$ cat src/rtl/cpu_pkg.sv
// Shared core definitions: PC-stage state encoding, data width and
// default reset/trap vectors. Imported by the pc_unit slice.
package cpu_pkg;

  localparam int XLEN = 32;

  localparam logic [XLEN-1:0] DEFAULT_RESET_VECTOR = 32'h0000_0000;
  localparam logic [XLEN-1:0] DEFAULT_TRAP_VECTOR  = 32'h0000_0100;

  // PC-stage sequencing states. ST_TRAP is only reachable when the
  // misaligned-target trap is built in.
  typedef enum logic [1:0] {
    ST_BOOT = 2'd0,
    ST_RUN  = 2'd1,
    ST_WAIT = 2'd2,
    ST_TRAP = 2'd3
  } state_t;

endpackage

$ cat src/rtl/pc_unit_if.sv
// Bundle between the PC stage and its neighbours: branch decision and
// operands in, fetch address/request and trap report out.
//
// Handshake: pc_unit raises imem_req while it wants the instruction at
// pc; imem_ready=1 in a cycle means memory holds valid data for that pc.
// The instruction commits on an edge where the stage is in RUN with
// imem_ready=1 and stall=0; only then do branch_taken/is_jalr/rs1/imm
// take effect.
interface pc_unit_if;
  import cpu_pkg::*;

  logic            branch_taken;
  logic            is_jalr;
  logic [XLEN-1:0] rs1;
  logic [XLEN-1:0] imm;
  logic            stall;
  logic            imem_ready;
  logic [XLEN-1:0] pc;
  logic [XLEN-1:0] pc_plus4;
  logic            imem_req;
  logic            trap;
  logic [XLEN-1:0] trap_addr;
  state_t          dbg_state;

  // The PC stage drives the fetch address and request.
  modport master (
    input  branch_taken, is_jalr, rs1, imm, stall, imem_ready,
    output pc, pc_plus4, imem_req, trap, trap_addr, dbg_state
  );

  // Branch unit / memory / core side.
  modport slave (
    output branch_taken, is_jalr, rs1, imm, stall, imem_ready,
    input  pc, pc_plus4, imem_req, trap, trap_addr, dbg_state
  );

endinterface

$ cat src/rtl/pc_unit_next_pc_calc.sv
// Combinational next-PC target mux: sequential pc+4, pc-relative
// branch/jal, or register-relative jalr with bit0 cleared.
// All adds wrap modulo 2^32.
module next_pc_calc
  import cpu_pkg::*;
(
  input  logic [XLEN-1:0] pc,
  input  logic [XLEN-1:0] rs1,
  input  logic [XLEN-1:0] imm,
  input  logic            branch_taken,
  input  logic            is_jalr,
  output logic [XLEN-1:0] target,
  output logic [XLEN-1:0] pc_plus4
);

  logic [XLEN-1:0] jalr_sum;

  assign pc_plus4 = pc + 32'd4;
  assign jalr_sum = rs1 + imm;

  // Pick the target; jalr drops bit0 of the computed address.
  always_comb begin
    target = pc_plus4;
    if (branch_taken) begin
      if (is_jalr) target = {jalr_sum[XLEN-1:1], 1'b0};
      else         target = pc + imm;
    end
  end

endmodule

$ cat src/rtl/pc_unit.sv
// Program-counter stage: holds pc, sequences BOOT/RUN/WAIT(/TRAP) and
// drives the instruction fetch request.
// Optional feature macro: PC_MISALIGN_TRAP_EN -- when defined, a committed
// redirect whose target has bits [1:0] != 0 jumps to TRAP_VECTOR and
// reports the faulting address; when undefined, targets are forced to
// word alignment and trap/trap_addr stay 0.
module pc_unit
  import cpu_pkg::*;
#(
  parameter logic [XLEN-1:0] RESET_VECTOR = DEFAULT_RESET_VECTOR,
  parameter logic [XLEN-1:0] TRAP_VECTOR  = DEFAULT_TRAP_VECTOR
) (
  input  logic       clk,
  input  logic       rst,
  pc_unit_if.master  bus
);

  state_t          state_q;
  state_t          state_d;
  logic [XLEN-1:0] pc_q;
  logic [XLEN-1:0] trap_addr_q;
  logic [XLEN-1:0] raw_next;
  logic [XLEN-1:0] next_pc;
  logic [XLEN-1:0] pc_plus4;
  logic            commit;
  logic            take_trap;
  logic            imem_req;

  next_pc_calc u_next_pc_calc (
    .pc           (pc_q),
    .rs1          (bus.rs1),
    .imm          (bus.imm),
    .branch_taken (bus.branch_taken),
    .is_jalr      (bus.is_jalr),
    .target       (raw_next),
    .pc_plus4     (pc_plus4)
  );

  // An instruction retires only with valid fetch data and no core hold.
  assign commit = (state_q == ST_RUN) && bus.imem_ready && !bus.stall;

`ifdef PC_MISALIGN_TRAP_EN
  assign next_pc   = raw_next;
  // pc+4 from an aligned pc is always aligned, so only redirects can trap.
  assign take_trap = commit && bus.branch_taken && (raw_next[1:0] != 2'b00);
`else
  assign next_pc   = raw_next & ~32'h3;
  assign take_trap = 1'b0;
`endif

  // State register.
  always_ff @(posedge clk) begin
    if (rst) state_q <= ST_BOOT;
    else     state_q <= state_d;
  end

  // Next-state and fetch-request decode.
  always_comb begin
    state_d  = state_q;
    imem_req = 1'b0;
    case (state_q)
      ST_BOOT: state_d = ST_RUN;
      ST_RUN: begin
        imem_req = 1'b1;
        if (!bus.imem_ready) state_d = ST_WAIT;
        else if (take_trap)  state_d = ST_TRAP;
      end
      ST_WAIT: begin
        imem_req = 1'b1;
        if (bus.imem_ready) state_d = ST_RUN;
      end
      ST_TRAP: state_d = ST_RUN;
      default: state_d = ST_BOOT;
    endcase
  end

  // PC register: trap vector wins over the computed target.
  always_ff @(posedge clk) begin
    if (rst)            pc_q <= RESET_VECTOR;
    else if (take_trap) pc_q <= TRAP_VECTOR;
    else if (commit)    pc_q <= next_pc;
  end

  // Faulting target, kept until the next trap or reset.
  always_ff @(posedge clk) begin
    if (rst)            trap_addr_q <= '0;
    else if (take_trap) trap_addr_q <= next_pc;
  end

  assign bus.pc        = pc_q;
  assign bus.pc_plus4  = pc_plus4;
  assign bus.imem_req  = imem_req;
  assign bus.trap      = (state_q == ST_TRAP);
  assign bus.trap_addr = trap_addr_q;
  assign bus.dbg_state = state_q;

endmodule

$ cat src/flat_wrapper.sv
// flat-port wrapper written by rule: the top's interface ports become plain ports
module pc_unit_flat import cpu_pkg::*;
#(
  parameter logic [XLEN-1:0] RESET_VECTOR = DEFAULT_RESET_VECTOR,
  parameter logic [XLEN-1:0] TRAP_VECTOR  = DEFAULT_TRAP_VECTOR
)
  (clk, rst, bus_branch_taken, bus_is_jalr, bus_rs1, bus_imm, bus_stall, bus_imem_ready, bus_pc, bus_pc_plus4, bus_imem_req, bus_trap, bus_trap_addr, bus_dbg_state);
  pc_unit_if bus_i ();
  input  logic clk;
  input  logic rst;
  input wire logic [$bits(bus_i.branch_taken)-1:0] bus_branch_taken;
  input wire logic [$bits(bus_i.is_jalr)-1:0] bus_is_jalr;
  input wire logic [$bits(bus_i.rs1)-1:0] bus_rs1;
  input wire logic [$bits(bus_i.imm)-1:0] bus_imm;
  input wire logic [$bits(bus_i.stall)-1:0] bus_stall;
  input wire logic [$bits(bus_i.imem_ready)-1:0] bus_imem_ready;
  output wire logic [$bits(bus_i.pc)-1:0] bus_pc;
  output wire logic [$bits(bus_i.pc_plus4)-1:0] bus_pc_plus4;
  output wire logic [$bits(bus_i.imem_req)-1:0] bus_imem_req;
  output wire logic [$bits(bus_i.trap)-1:0] bus_trap;
  output wire logic [$bits(bus_i.trap_addr)-1:0] bus_trap_addr;
  output wire logic [$bits(bus_i.dbg_state)-1:0] bus_dbg_state;
  assign bus_i.branch_taken = bus_branch_taken;
  assign bus_i.is_jalr = bus_is_jalr;
  assign bus_i.rs1 = bus_rs1;
  assign bus_i.imm = bus_imm;
  assign bus_i.stall = bus_stall;
  assign bus_i.imem_ready = bus_imem_ready;
  assign bus_pc = bus_i.pc;
  assign bus_pc_plus4 = bus_i.pc_plus4;
  assign bus_imem_req = bus_i.imem_req;
  assign bus_trap = bus_i.trap;
  assign bus_trap_addr = bus_i.trap_addr;
  assign bus_dbg_state = bus_i.dbg_state;
  pc_unit #(.RESET_VECTOR(RESET_VECTOR), .TRAP_VECTOR(TRAP_VECTOR)) u_core (.clk(clk), .rst(rst), .bus(bus_i));
endmodule
$ cat config.mk
export PLATFORM = sky130hd
export DESIGN_NAME = pc_unit_flat
export DESIGN_NICKNAME = d
export VERILOG_FILES = /design/src/rtl/cpu_pkg.sv /design/src/rtl/pc_unit_if.sv /design/src/rtl/pc_unit_next_pc_calc.sv /design/src/rtl/pc_unit.sv /design/src/flat_wrapper.sv
export SDC_FILE = /design/constraint.sdc
export NUM_CORES = 1
export LEC_CHECK = 0
export BUFFER_PORTS_ARGS = -buffer_cell sky130_fd_sc_hd__buf_2
export CAP_MARGIN = 5
export CORE_AREA = 2 2 103 105
export CTS_CLUSTER_DIAMETER = 50
export DETAILED_ROUTE_END_ITERATION = 10
export DIE_AREA = 0 0 105 107
export PLACE_DENSITY = 0.86
export SYNTH_ARGS = -nofsm -noshare
export SYNTH_HDL_FRONTEND = slang
export SYNTH_SLANG_ARGS = --single-unit
export TNS_END_PERCENT = 30
$ cat constraint.sdc
create_clock -name clk -period 6.3 [get_ports clk]
set_input_delay 0.945 -clock clk [delete_from_list [all_inputs] [get_ports clk]]
set_output_delay 0.945 -clock clk [all_outputs]
set_load 0.02 [all_outputs]
Word-level counts from Yosys, hierarchy flattened
Cells that the tools add are included.
{"block": "word_totals", "rom_bits": 0, "inputBits": 70, "latch_bits": 0, "mem_bits_rw": 0, "out_inout_bits": 100, "regBits": 32, "mem_count": 0, "wordCells": 23}
{"block": "op_classes", "n_eq_ne": 5, "reduce_logical": 7, "addsub": 3, "magnitude_cmp": 0, "n_mul": 0, "n_shift": 0, "muxes": 6, "n_bitwise": 0, "div_mod_pow": 0}
{"cell": "$add 32x32->32", "n": 2}
{"cell": "$mux 32", "n": 2}
{"cell": "$add 32x3->32 const B", "n": 1}
{"cell": "$pmux 2 s3", "n": 1}
{"cell": "$eq 2x2->1 const B", "n": 2}
{"cell": "$mux 2", "n": 2}
{"cell": "$ne 2x2->1 const B", "n": 2}
{"cell": "$reduce_or 2->1", "n": 2}
{"cell": "$eq 2x1->1 const B", "n": 1}
{"cell": "$logic_and 1x1->1", "n": 2}
{"cell": "$logic_not 2->1", "n": 1}
{"cell": "$reduce_and 2->1", "n": 1}
{"cell": "$logic_not 1->1", "n": 1}
{"cell": "$mux 1", "n": 1}

Logic depth before layout (Yosys ltp)
{"block": "logic_depth", "ltp_word": 3, "ltp_mapped": 11, "ltp_nobuf": 11}

Modules after synthesis
Synthesis repeated with hierarchy kept, for this count alone.
{"block": "hier_totals", "cells_unflattened": 818, "area_unflattened_um2": 6090.8}
{"module": "next_pc_calc", "cells_per_inst": 635, "area_per_inst_um2": 4291.6, "seq_area_each_um2": 0.0, "n_inst": 1}
{"module": "pc_unit", "cells_per_inst": 183, "area_per_inst_um2": 1799.2, "seq_area_each_um2": 640.6, "n_inst": 1}

Worst setup path after synthesis
OpenSTA, ideal clock, no wires.
{"block": "synth_path", "path_type": "input to register", "startpoint": "input bus_imm[2]", "endpoint": "register u_core.pc_q[26] (netlist: u_core.bus.pc[26])", "arrival_ps": 3232, "setup_slack_ps": 2951, "required_time_ps": 6183, "setup_time_ps": 117, "path_buffers": 0, "cell_stages": 11, "cell_sequence": "ha_1 fa_1 a211oi_1 o21bai_1 a211oi_2 nand3b_1 nand2_1 a311oi_2 xor2_1 a31oi_1 a32o_1"}
{"block": "synth_between", "elab_chain_cells": 3, "elab_cells_between_ends": 4, "classes_between": "2 x add/sub; 2 x mux"}
{"item": "start, declared", "line": "flat_wrapper.sv:14", "rtl": "input wire logic [$bits(bus_i.imm)-1:0] bus_imm;"}
{"item": "$add 32x32->32, on equally long branches", "line": "pc_unit_next_pc_calc.sv:26, pc_unit_next_pc_calc.sv:19"}
{"item": "$mux 32 (*)", "line": "pc_unit_next_pc_calc.sv:25", "rtl": "if (is_jalr) target = {jalr_sum[XLEN-1:1], 1'b0};"}
{"item": "$mux 32 (*)", "line": "pc_unit_next_pc_calc.sv:24", "rtl": "if (branch_taken) begin"}
{"item": "end signal, assigned", "line": "pc_unit.sv:81", "rtl": "else if (commit) pc_q <= next_pc;"}
{"item": "end, declared", "line": "pc_unit.sv:20", "rtl": "logic [XLEN-1:0] pc_q;"}
Mark *: on every way between the ends. The rest lies on a longest branch, timed or not.
A chain may end at the register's enable or synchronous reset.

Worst setup path in the final report
{"block": "layout_path", "startpoint": "register u_core.pc_q[2] (netlist: u_core.bus.pc[2])", "endpoint": "output bus_pc_plus4[30]"}
{"block": "layout_between", "elab_chain_cells": 1}
{"item": "$add 32x3->32", "line": "pc_unit_next_pc_calc.sv:18", "rtl": "assign pc_plus4 = pc + 32'd4;"}
{"item": "end, declared", "line": "flat_wrapper.sv:18", "rtl": "output wire logic [$bits(bus_i.pc_plus4)-1:0] bus_pc_plus4;"}
Every way passes these cells.

==> metrics.yaml <==
worst_setup_path:
  cpLargestDelayFamily: "simple AND/OR/NAND/NOR gates"
  crit_buf_inv: 1
  path_cells: "ha_1 -> and3_1 -> and4_1 -> nand2b_1 -> nor3_1 -> nand4_1 -> xnor2_1 -> buf_2"
  crit_fanout: 9
  cp-start-kind: "flip-flop"
  critPathKind: "flip-flop to output port"
  cp_slowest_stage_delay_ns: 0.51
  cp_slowest_cell: "dfxtp_1"
  cp.required_ns: 5.35
  cp.arrival_ns: 3.11
  setup.worst_path.end_class: "output port"
pwr:
  p_leak_nw: 3.09
  ir_worst_vdd_mv: 0.0679
  p_per_area_mw_per_mm2: 133
clock_network:
  cts_max_path_buffers: 2
  cts_setup_buffers: 0
  cts_hold_buffers: 0
  ctsResizeCount: 0
  cts_buffers: 5
  cts.clk_slew.worst_paths_ns: 0.07
  htree_num_levels: 2
  clock_latency_ns: 0.30
  cts_tree: "built"
  clock-sinks: 32
  clockRootBuffer: "clkbuf_8"
outcome:
  status: "completed"
timing:
  clock_skew_ns: 0.00888
  worst_pin_slew_ns: 0.846
  hold_viol: 0
  maxSlewViolCount: 0
  setup-violations-final: 0
  finalCritPeriodShare_pct: 64.4
  rsz0062_at_grt: "no"
  slew_headroom_pct: 43.4
  timing.fmax_ghz: 0.246
  fin_crit_ns: 4.06
  tns_ns: 0
drt:
  ant_nets: 0
  routedWlPerCell_um: 17.3
  drt_pass1_iterations: 5
  vias: 6342
  vias_per_cell: 6.22
  first_iter_violations: 504
  drc: 0
  wl_um: 17600
logic_synthesis:
  ys_types: 82
  synth_area_mm2: 0.00572
  synth_xor_area_share_pct: 11.0
  netlist_instances: 770
  avgSynthCellArea_um2: 7.43
  synth-simple-area-share_pct: 20.3
  synth_seq_cells: 32
  synth_warnings: 0
  synthAdderAreaFrac_pct: 14.4
  synth_compound_area_share_pct: 33.8
  synth_flop_cell: "dfxtp_1"
  synth_edf_count: 0
  muxShareOfSynthArea_pct: 1.12
  seq_area_frac_synth_pct: 11.2
  synth.area.top_cells: "ha_1 14%, dfxtp_1 11%, a21oi_1 7.6%, xnor2_1 7.0%, buf_4 4.7%"
  synth_most_common_cell: "a21oi_1"
  synth_top_cell_by_area: "ha_1"
  synth_top_area_share_pct: 14.0
  async_reset_ff_share_pct: 0
  synth_top_family_by_area: "compound AO/OA/AOI/OAI gates"
  synth.cells.most_frequent: "87 x a21oi_1, 64 x ha_1, 55 x nand2_1, 55 x nor2_1, 46 x xnor2_1"
finish:
  n_fill_cell: 966
  layout.area.seq_um2: 641
  n_antenna_cell: 0
  multi_input_area_mm2: 0.00474
  final_util_pct: 63.6
  final_area_mm2: 0.00641
  finalNetCount: 1017
  final_cells: 1019
  layout-drive-gt1-share_pct: 19.3
  area_delta_synth_final_pct: 12.2
grt:
  grt_pass1_wl_um: 28000
  grt_overflow_total: 0
  grt_max_degree: 49
  antenna_found_initial: 0
  grtUsageTotal_pct: 30.5
  grt_pass1_vias: 5777
placement:
  hpwl_um: 13700
  dp.cells: 1011
  numPortBuffers: 133
  dpl-instance-area_mm2: 0.00632
  gp_congestion: 0.937
die:
  fp.dieW_um: 105
  boundaryPins: 170
  die-area_mm2: 0.0112
  fp.dieH_um: 107
  start_util_pct: 56.7
  core_mm2: 0.0101
  num_rows: 37
job:
  max_cap_viol_count: 0
hold_path:
  hp-class: "flip-flop to flip-flop"
sequential cells by signal, indices dropped and copies added (netlist names):
name	cells
u_core.bus.dbg_state	2
u_core.bus.pc	30
report_power, final:
part,switching (mW),internal [mW],total (mW)
Combinational,0.275,0.170,0.446
Clock,0.0862,0.0889,0.175
Sequential,0.0203,0.212,0.232
kinds of logic after synthesis:
group | count (synthesis)
compound gates | 282
xor+xnor | 71
fa+ha+maj | 65
buf+inv | 87
flops | 32
mux | 6
other cells | 1
simple gates | 226
area by class of cell:
| cell class | count | share of cell area [%] |
|---|---|---|
| Multi-Input combinational cell | 686 | 73.9 |
| Timing Repair Buffer | 136 | 10.7 |
| Sequential cell | 32 | 9.99 |
| Tap cell | 136 | 2.65 |
| Clock buffer | 7 | 1.35 |
| Inverter | 21 | 1.23 |
| Clock inverter | 1 | 0.117 |
per-stage QoR:
stage	hold WS [ns]	total power [mW]	worst slack [ns]
final	0.530	0.853	2.24
after global routing	0.570	0.902	2.06
after CTS	0.532	0.842	2.36
after detailed placement	0.522	0.670	2.46
after global placement	0.507	0.664	2.53
after floorplan	0.570	0.570	2.95
tightest hold or removal path, delay by kind of cell, from the launching register on:
kind | cells | cell delay, ns
flip-flops | 1 | 0.35
AND/OR/NAND/NOR | 1 | 0.08
AO/OA/AOI/OAI | 1 | 0.06
layer usage:
metal | vias up | global-route usage (%) | wire, µm
li1 | 3053 | - | -
met1 | 2884 | 38.4 | 7390
met2 | 347 | 51.0 | 8020
met3 | 58 | 3.95 | 1390
met4 | 0 | 15.5 | 808
met5 | - | 0 | 0
path summary, 6_finish.rpt:
path,startpoint,endpoint,slack [ns],cells past startpoint
setup / recovery,u_core.bus.pc[2],bus_pc_plus4[30],2.24,8
hold / removal,u_core.bus.dbg_state[1],u_core.bus.dbg_state[1],0.53,2
setup reg to reg,u_core.bus.pc[2],u_core.bus.pc[28],3.14,11
hold reg to reg,u_core.bus.dbg_state[1],u_core.bus.dbg_state[1],0.53,2
placed cells by master, fill, tap and decap left out, types with 9 or more instances in the layout:
master,instances
a211oi_1,14
dfxtp_1,32
conb_1,36
and2_1,9
nor3_1,17
ha_1,64
o21ai_0,41
nand3_1,17
nor2_1,55
nand2_1,55
a21oi_1,87
and3_1,18
inv_1,21
a21o_1,34
buf_2,133
xor2_1,24
nand4_1,14
o211ai_1,11
a31oi_1,11
xnor2_1,46
No activity file was read; power rests on OpenSTA's default activity.
